==> src/rtl/regfile_wr_ctrl.sv <==
// rtl/regfile_wr_ctrl.sv - write-port sequencer, arbiter and pending-load scoreboard for the RV32I regfile
//
// Purpose: after reset, clears x1..x(NREG-1) one register per cycle. It then
// arbitrates the single regfile write port between the execute writeback and
// the load writeback. It also tracks registers that are waiting for load data
// so that decode can stall on RAW/WAW hazards.
// Optional build macro: REGFILE_WR_RR_EN selects round-robin arbitration on
// contention. Without it, the load writeback always wins on contention.
//
// Ports:
//   clk, reset          rising-edge clock, synchronous active-high reset
//   init_busy           high while the clear sequence runs
//   ex_valid/ex_ready   execute writeback handshake, with ex_rd/ex_data
//   ld_valid/ld_ready   load writeback handshake, with ld_rd/ld_data
//   ld_issue/ld_issue_rd  a load was issued this cycle, and its destination
//   rs1, rs2, hazard    decode source registers and the resulting stall request
//   pend_mask           bit i set means register i awaits load data
//   rd, rd_in           drive the regfile write port (written every cycle)
module regfile_wr_ctrl #(
  parameter int XLEN = 32,
  parameter int NREG = 32,
  parameter int AW   = 5
) (
  input  logic            clk,
  input  logic            reset,
  output logic            init_busy,
  input  logic            ex_valid,
  output logic            ex_ready,
  input  logic [AW-1:0]   ex_rd,
  input  logic [XLEN-1:0] ex_data,
  input  logic            ld_valid,
  output logic            ld_ready,
  input  logic [AW-1:0]   ld_rd,
  input  logic [XLEN-1:0] ld_data,
  input  logic            ld_issue,
  input  logic [AW-1:0]   ld_issue_rd,
  input  logic [AW-1:0]   rs1,
  input  logic [AW-1:0]   rs2,
  output logic            hazard,
  output logic [NREG-1:0] pend_mask,
  output logic [AW-1:0]   rd,
  output logic [XLEN-1:0] rd_in
);

  localparam logic [0:0] S_INIT = 1'b0;
  localparam logic [0:0] S_RUN  = 1'b1;

  logic [0:0]      state_q, state_d;
  logic [AW-1:0]   clr_cnt_q, clr_cnt_d;
  logic [NREG-1:0] pend_q, pend_d;
  logic [NREG-1:0] set_vec, clr_vec;
  logic            run_act;
  logic            elig_ld, elig_ex, contend;
  logic            gnt_ld, gnt_ex;
`ifdef REGFILE_WR_RR_EN
  // 1 means ex won the last contended cycle; 0 means ld won it.
  logic            rr_last_q, rr_last_d;
`endif

  always_comb begin
    // A reset cycle grants nothing, so no handshake completes on it.
    run_act = (state_q == S_RUN) && !reset;
    elig_ld = run_act && ld_valid;
    // Hold ex behind an outstanding load to the same register (WAW order).
    elig_ex = run_act && ex_valid && !((ex_rd != '0) && pend_q[ex_rd]);
    contend = elig_ld && elig_ex;
`ifdef REGFILE_WR_RR_EN
    gnt_ld  = elig_ld && !(contend && !rr_last_q);
    gnt_ex  = elig_ex && !(contend && rr_last_q);
`else
    gnt_ld  = elig_ld;
    gnt_ex  = elig_ex && !elig_ld;
`endif
  end

  assign ex_ready  = gnt_ex;
  assign ld_ready  = gnt_ld;
  assign init_busy = (state_q == S_INIT);
  assign pend_mask = pend_q;

  always_comb begin
    if (state_q == S_INIT) begin
      hazard = 1'b1;
    end else begin
      hazard = ((rs1 != '0) && pend_q[rs1]) || ((rs2 != '0) && pend_q[rs2]);
    end
  end

  // When nothing is granted, x0 is written with zero; the regfile discards it.
  always_comb begin
    rd    = '0;
    rd_in = '0;
    if (state_q == S_INIT) begin
      rd = clr_cnt_q;
    end else if (gnt_ld) begin
      rd    = ld_rd;
      rd_in = ld_data;
    end else if (gnt_ex) begin
      rd    = ex_rd;
      rd_in = ex_data;
    end
  end

  // Scoreboard: a set in the same cycle as a clear of the same bit wins.
  always_comb begin
    set_vec = '0;
    clr_vec = '0;
    if (run_act && ld_issue && (ld_issue_rd != '0)) begin
      set_vec[ld_issue_rd] = 1'b1;
    end
    if (gnt_ld) begin
      clr_vec[ld_rd] = 1'b1;
    end
    pend_d    = (pend_q & ~clr_vec) | set_vec;
    pend_d[0] = 1'b0;
  end

  always_comb begin
    state_d   = state_q;
    clr_cnt_d = clr_cnt_q;
    if (state_q == S_INIT) begin
      clr_cnt_d = clr_cnt_q + AW'(1);
      if (clr_cnt_q == AW'(NREG - 1)) begin
        state_d = S_RUN;
      end
    end
  end

`ifdef REGFILE_WR_RR_EN
  always_comb begin
    rr_last_d = rr_last_q;
    if (contend) begin
      rr_last_d = gnt_ex;
    end
  end
`endif

  always_ff @(posedge clk) begin
    if (reset) begin
      state_q   <= S_INIT;
      clr_cnt_q <= AW'(1);
      pend_q    <= '0;
`ifdef REGFILE_WR_RR_EN
      rr_last_q <= 1'b0;
`endif
    end else begin
      state_q   <= state_d;
      clr_cnt_q <= clr_cnt_d;
      pend_q    <= pend_d;
`ifdef REGFILE_WR_RR_EN
      rr_last_q <= rr_last_d;
`endif
    end
  end

endmodule

==> config.mk <==
export PLATFORM = sky130hd
export DESIGN_NAME = regfile_wr_ctrl
export DESIGN_NICKNAME = d
export VERILOG_FILES = /design/src/rtl/regfile_wr_ctrl.sv
export SDC_FILE = /design/constraint.sdc
export NUM_CORES = 1
export LEC_CHECK = 0
export CAP_MARGIN = 40
export CORE_MARGIN = 2
export CORE_UTILIZATION = 42
export CTS_CLUSTER_DIAMETER = 150
export CTS_CLUSTER_SIZE = 10
export DETAILED_ROUTE_END_ITERATION = 7
export PLACE_DENSITY = 0.9
export SLEW_MARGIN = 20
export SYNTH_ARGS = -nofsm -noshare
export SYNTH_HDL_FRONTEND = slang
export SYNTH_SLANG_ARGS = --single-unit
==> constraint.sdc <==
create_clock -name clk -period 6.1 [get_ports clk]
set_input_delay 1.83 -clock clk [delete_from_list [all_inputs] [get_ports clk]]
set_output_delay 1.83 -clock clk [all_outputs]
set_load 0.05 [all_outputs]
==> results of run 1 <==
metal layers:
metal | track usage | vias to the layer above
met5 | 0 | -
met4 | 0.159 | 0
met3 | 0.0533 | 69
met2 | 0.547 | 312
met1 | 0.353 | 1692
li1 | - | 1567
worst max-delay path, cell delays in order:
cell	delay, ps
dlymetal6s2s_1	150
buf_12	140
buf_2	160
and4bb_2	340
a311oi_4	60
a2111oi_4	470
a211oi_4	120
buf_6	170
buf_12	130
a221o_1	370
buf_12	170
sequential cells by signal, summed over array words and instances (netlist names):
signal and count:
state_q 1, clr_cnt_q 5, pend_mask 31
through the flow:
step                cells  TNS [ps]  power, mW  area (µm²)  setup slack (ps)
floorplan             318         0      0.305        2860               442
global placement      551         0      0.391        4950              25.9
detailed placement    554      -214      0.396        4960             -80.8
CTS                   561         0      0.565        5080              23.2
global route          570         0      0.592        5270               108
finish                570         0      0.573        5270               169
final timing paths:
| path | depth (start not counted) | endpoint | startpoint |
|---|---|---|---|
| worst min-delay path | 2 | clr_cnt_q[0]$_SDFFE_PP1N_ | clr_cnt_q[0]$_SDFFE_PP1N_ |
| worst max-delay path | 11 | rd[0] | ex_rd[0] |
| worst max register to register | 5 | pend_mask[17]$_SDFF_PP0_ | state_q$_SDFF_PP0_ |
| worst min register to register | 2 | clr_cnt_q[0]$_SDFFE_PP1N_ | clr_cnt_q[0]$_SDFFE_PP1N_ |
final cells by class:
cell class,instances,area [µm²]
repair buffers,188,2310
multi-input cells,253,2010
fillers,401,1420
flip-flops and latches,37,741
well taps,80,100
clock buffers,7,86.3
inverters,5,18.8
cell families after synthesis:
| family | count (synthesis) | share of synthesized area |
|---|---|---|
| compound gates | 119 | 0.290 |
| xor+xnor | 2 | 0.00613 |
| fa+ha+maj | 2 | 0.00875 |
| buf+inv | 28 | 0.0617 |
| flops | 37 | 0.259 |
| mux | 31 | 0.196 |
| other cells | 1 | 0.00131 |
| simple gates | 98 | 0.177 |
layout by cell type (no fill, tap or decap), types with 3 or more instances in the layout:
| master | instances |
|---|---|
| a21oi_1 | 33 |
| a221o_1 | 6 |
| a22o_1 | 29 |
| a22o_2 | 3 |
| and3_1 | 4 |
| buf_12 | 42 |
| buf_2 | 4 |
| buf_4 | 10 |
| buf_6 | 4 |
| clkbuf_8 | 6 |
| clkdlybuf4s50_1 | 120 |
| dfxtp_1 | 37 |
| dlymetal6s2s_1 | 5 |
| inv_1 | 4 |
| mux2_2 | 3 |
| mux2i_1 | 8 |
| mux4_2 | 19 |
| nand2_1 | 41 |
| nand3_1 | 3 |
| nand3b_1 | 7 |
| nor2_1 | 14 |
| nor2b_1 | 7 |
| nor3_1 | 3 |
| nor3b_1 | 4 |
| o21ai_0 | 31 |
| or2b_2 | 3 |
timing repair:
action	4_1_cts	5_1_grt
cloned	0	4
setup buffers	0	5
endpoints found under the setup margin	3	36
resized for setup	5	17
pin swaps	0	7
power groups by stage:
stage | Clock [mW] | Combinational [mW] | Sequential (mW)
floorplan | 0 | 0.0532 | 0.252
global placement | 0 | 0.139 | 0.252
detailed placement | 0 | 0.143 | 0.253
CTS | 0.173 | 0.145 | 0.247
global route | 0.183 | 0.161 | 0.248
finish | 0.172 | 0.154 | 0.247
==> impl_metrics.ini, run 1 <==
[status]
status = finished clean

[detailed_routing]
wl_met3_um = 1330
drt-met1-wl_um = 4300
top_layer = met4
drt_wl_total_um = 12800
firstDrtPassIters = 5
wl_per_cell_um = 22.4
dr_wl_met2_um = 6470
drc_errors = 0
via_per_inst = 6.39
initialDrtViolationCount = 332
ant_nets = 0
vias = 3640

[floorplan]
start_util = 0.428
die_w_um = 86.5
core_area_um2 = 6680
die_h_um = 86.5
io_pins = 167
dieArea_um2 = 7480
placementRows = 30

[power_and_ir_drop]
p_switching_uw = 150
p_int_uw = 423
pwr-share-clk = 0.300
p_leak_nw = 1.91
power.share.combinational = 0.268
power.density_nw_per_um2 = 109
ir_worst_vdd_mv = 0.158
power_frac_seq = 0.432
switching_share = 0.261

[yosys]
ys.flop_type = dfxtp_1
synth_edf_count = 0
async_flop_share = 0
synth_area_um2 = 2860
synthTopCellsByArea = dfxtp_1 (26%), mux4_2 (13%), a22o_1 (8.9%)
ys_types = 54
netlist.area_leader.share = 0.259
avgSynthCellArea_um2 = 8.99
yosysMostFrequentCell = nand2_1
synth_nets = 414
synth_seq_cells = 37
syn_inst = 318
seq_area_frac_synth = 0.259
yosys-top-cells-count = nand2_1 (41), dfxtp_1 (37), a21oi_1 (33), o21ai_0 (31), a22o_1 (29)
yosys_warnings = 0
yosys.area.top_type = dfxtp_1

[global_route]
grt_pass1_vias = 3487
grt_usage = 0.308
antenna_found_initial = 0
grt_max_degree = 40
grt_overflow = 0
grt_pass1_wl_um = 18100

[clock_network]
htree_levels = 2
clkSinkCount = 37
cts_hold_buf = 0
clk_latency_ps = 290
cts-buffers-inserted = 5
clock_tree.root_cell = clkbuf_8
cts_tree = built
path_clk_slew_ps = 70
clock_path_buffers = 2

[finish]
antenna_cells = 0
final_util = 0.788
syn2layout_area_growth_pct = 84.2
fin_nets = 586
drive_gt1_frac = 0.224

[timing]
finalCritPeriodShare = 0.972
holdWs_ps = 535
relSlewSlack = 0.554
worst_pin_slew_ps = 667
rsz0062_at_grt = false
fmax_mhz = 169
setup_viol_count_final = 0
hold_viol = 0
clock_skew_ps = 5.77
min_period_ps = 5930
slew_violations = 0

[worst_setup_path]
path_class = in2out
cp.arrival_ps = 4100
start_kind = input port
crit_required_ps = 4270
rrSetupSlack_ps = 4150
crit_fanout = 9
cp-end-kind = output port

[worst_hold_path]
hold_path_class = reg2reg

[placed_design]
post-dp-hpwl_um = 9100
port_buffers = 165
gp_congestion = 1.01

[run]
maxCapViolations = 0
No activity file was read; power rests on OpenSTA's default activity.
==> run 2, diff against run 1 <==
--- a/config.mk
+++ b/config.mk
@@ -6,7 +6,7 @@
 export NUM_CORES = 1
 export LEC_CHECK = 0
 export CAP_MARGIN = 40
-export CORE_MARGIN = 2
+export CORE_MARGIN = 3
 export CORE_UTILIZATION = 42
 export CTS_CLUSTER_DIAMETER = 150
 export CTS_CLUSTER_SIZE = 10
==> run 2 against run 1 <==
The run now ends with negative setup slack left. Critical endpoint is now rd_in[16]. Via count grew 6.2%. Wire length rose by 15%. First-iteration DRC count up 49%. Design area is essentially flat. Largest power group unchanged. Critical path depth fell by 1. Highest routed layer unchanged.
==> impl_metrics.ini, run 2 (synthesized netlist as in run 1, its figures left out) <==
[status]
status = finished with violations
failed_checks = negative setup slack

[finish]
postLayoutCellArea_um2 = 5270
final_cell_mix = clkdlybuf4s50_1 (121), nand2_1 (41), buf_12 (41)
final_util = 0.816
syn2layout_area_growth_pct = 84.3
drive_gt1_frac = 0.227
antenna_cells = 0
final_common_cell = clkdlybuf4s50_1
largest_register_ffs = 31
fin_nets = 583

[power_and_ir_drop]
power_frac_seq = 0.401
p_leak_nw = 1.91
p_int_uw = 464
switching_share = 0.248
total_power_uw = 618
ir_worst_vdd_mv = 0.130
p_switching_uw = 153
power.density_nw_per_um2 = 117
pwr-share-clk = 0.350
power.share.combinational = 0.249

[global_route]
grt_pass1_vias = 3575
grt_max_degree = 40
antenna_found_initial = 0
grt_pass1_wl_um = 19500
grt_overflow = 0
grt_usage = 0.325

[worst_setup_path]
cpPeakStageDelay_ps = 490
path_class = in2out
cp-end-kind = output port
crit_required_ps = 4270
crit_fanout = 10
start_kind = input port
cp_common_cell = buf_4
cp_num_buf_inv = 5
path_cells = clkdlybuf4s50_1, buf_4, and4bb_2, a311oi_2, a2111oi_4, a211oi_4, buf_4, clkbuf_16, a22o_1, buf_12
cp_top_family = buffers and inverters
cp.arrival_ps = 4320
critPathSlowestCell = clkdlybuf4s50_1

[clock_network]
path_clk_slew_ps = 70
clk_latency_ps = 290
cts_tree = built
clkSinkCount = 37
clock_path_buffers = 2
clock_tree.root_cell = clkbuf_8
cts-buffers-inserted = 5
htree_levels = 2

[detailed_routing]
firstDrtPassIters = 7
drt_wl_total_um = 14700
initialDrtViolationCount = 495
ant_nets = 0
wl_per_cell_um = 26.0
via_per_inst = 6.84
drc_errors = 0
vias = 3864

[timing]
hold_viol = 0
min_period_ps = 6150
timing.final.ws_setup_ps = -46.7
finalCritPeriodShare = 1.01
setup_viol_count_final = 17
relSlewSlack = 0.476
worst_pin_slew_ps = 779
fmax_mhz = 163
clock_skew_ps = 4.00
slew_violations = 0

[floorplan]
placementRows = 29
die_h_um = 88.5
start_util = 0.443
io_pins = 167
die_w_um = 88.5
core_area_um2 = 6460
dieArea_um2 = 7830

[placed_design]
gp_congestion = 0.982
post-place-ws_ps = -77.0
post-dp-hpwl_um = 9960
port_buffers = 165
dpl-instance-area_um2 = 4960

[worst_hold_path]
hold_path_class = reg2reg

[run]
maxCapViolations = 0
==> run 2: path summary, 6_finish.rpt <==
kind                             startpoint                   endpoint  slack (ps)  cells after the start
setup reg to reg         state_q$_SDFF_PP0_    pend_mask[1]$_SDFF_PP0_        3880                      5
setup / recovery                   ex_rd[3]                  rd_in[16]         -50                     10
hold reg to reg   clr_cnt_q[0]$_SDFFE_PP1N_  clr_cnt_q[0]$_SDFFE_PP1N_         530                      2
hold / removal    clr_cnt_q[0]$_SDFFE_PP1N_  clr_cnt_q[0]$_SDFFE_PP1N_         530                      2
==> run 2: layout make-up <==
type / instances / area (µm²)
multi-input combinational: 253 / 2020
timing repair buffer: 185 / 2280
clock inverter: 1 / 30.0
fill: 361 / 1190
clock buffer: 7 / 86.3
sequential: 37 / 741
inverter: 5 / 18.8
tap: 77 / 96.3
==> run 2: metal layers <==
metal,up-vias,track usage,wire length [µm]
li1,1574,-,-
met1,1798,0.375,4750
met2,387,0.564,7130
met3,105,0.0894,1840
met4,0,0.139,950
met5,-,0,0
==> run 2: tightest hold or removal path, cell delays in order, from the launching register on <==
cell	delay, ps
dfxtp_1	320
nor2_1	100
o21bai_1	60
==> run 2: metrics by stage <==
step / hold WS (ps) / instances / TNS [ps]
2_1_floorplan: 492 / 318 / 0
5_1_grt: 591 / 565 / -1810
3_5_place_dp: 516 / 550 / -195
6_report: 528 / 565 / -430
3_3_place_gp: 504 / 548 / 0
4_1_cts: 525 / 558 / 0
==> run 2: power by group through the flow <==
stage	Clock [mW]	Combinational, mW	Sequential (mW)
floorplan	0	0.0532	0.252
global placement	0	0.138	0.252
detailed placement	0	0.143	0.253
CTS	0.218	0.145	0.247
global route	0.228	0.159	0.248
finish	0.216	0.154	0.247
==> run 2: repair_timing <==
item / in CTS / in global routing
hold buffers: 0 / 0
endpoints found under the setup margin: 6 / 37
resized for setup: 7 / 13
pin swaps: 0 / 3
setup buffers: 0 / 4
cloned: 0 / 3
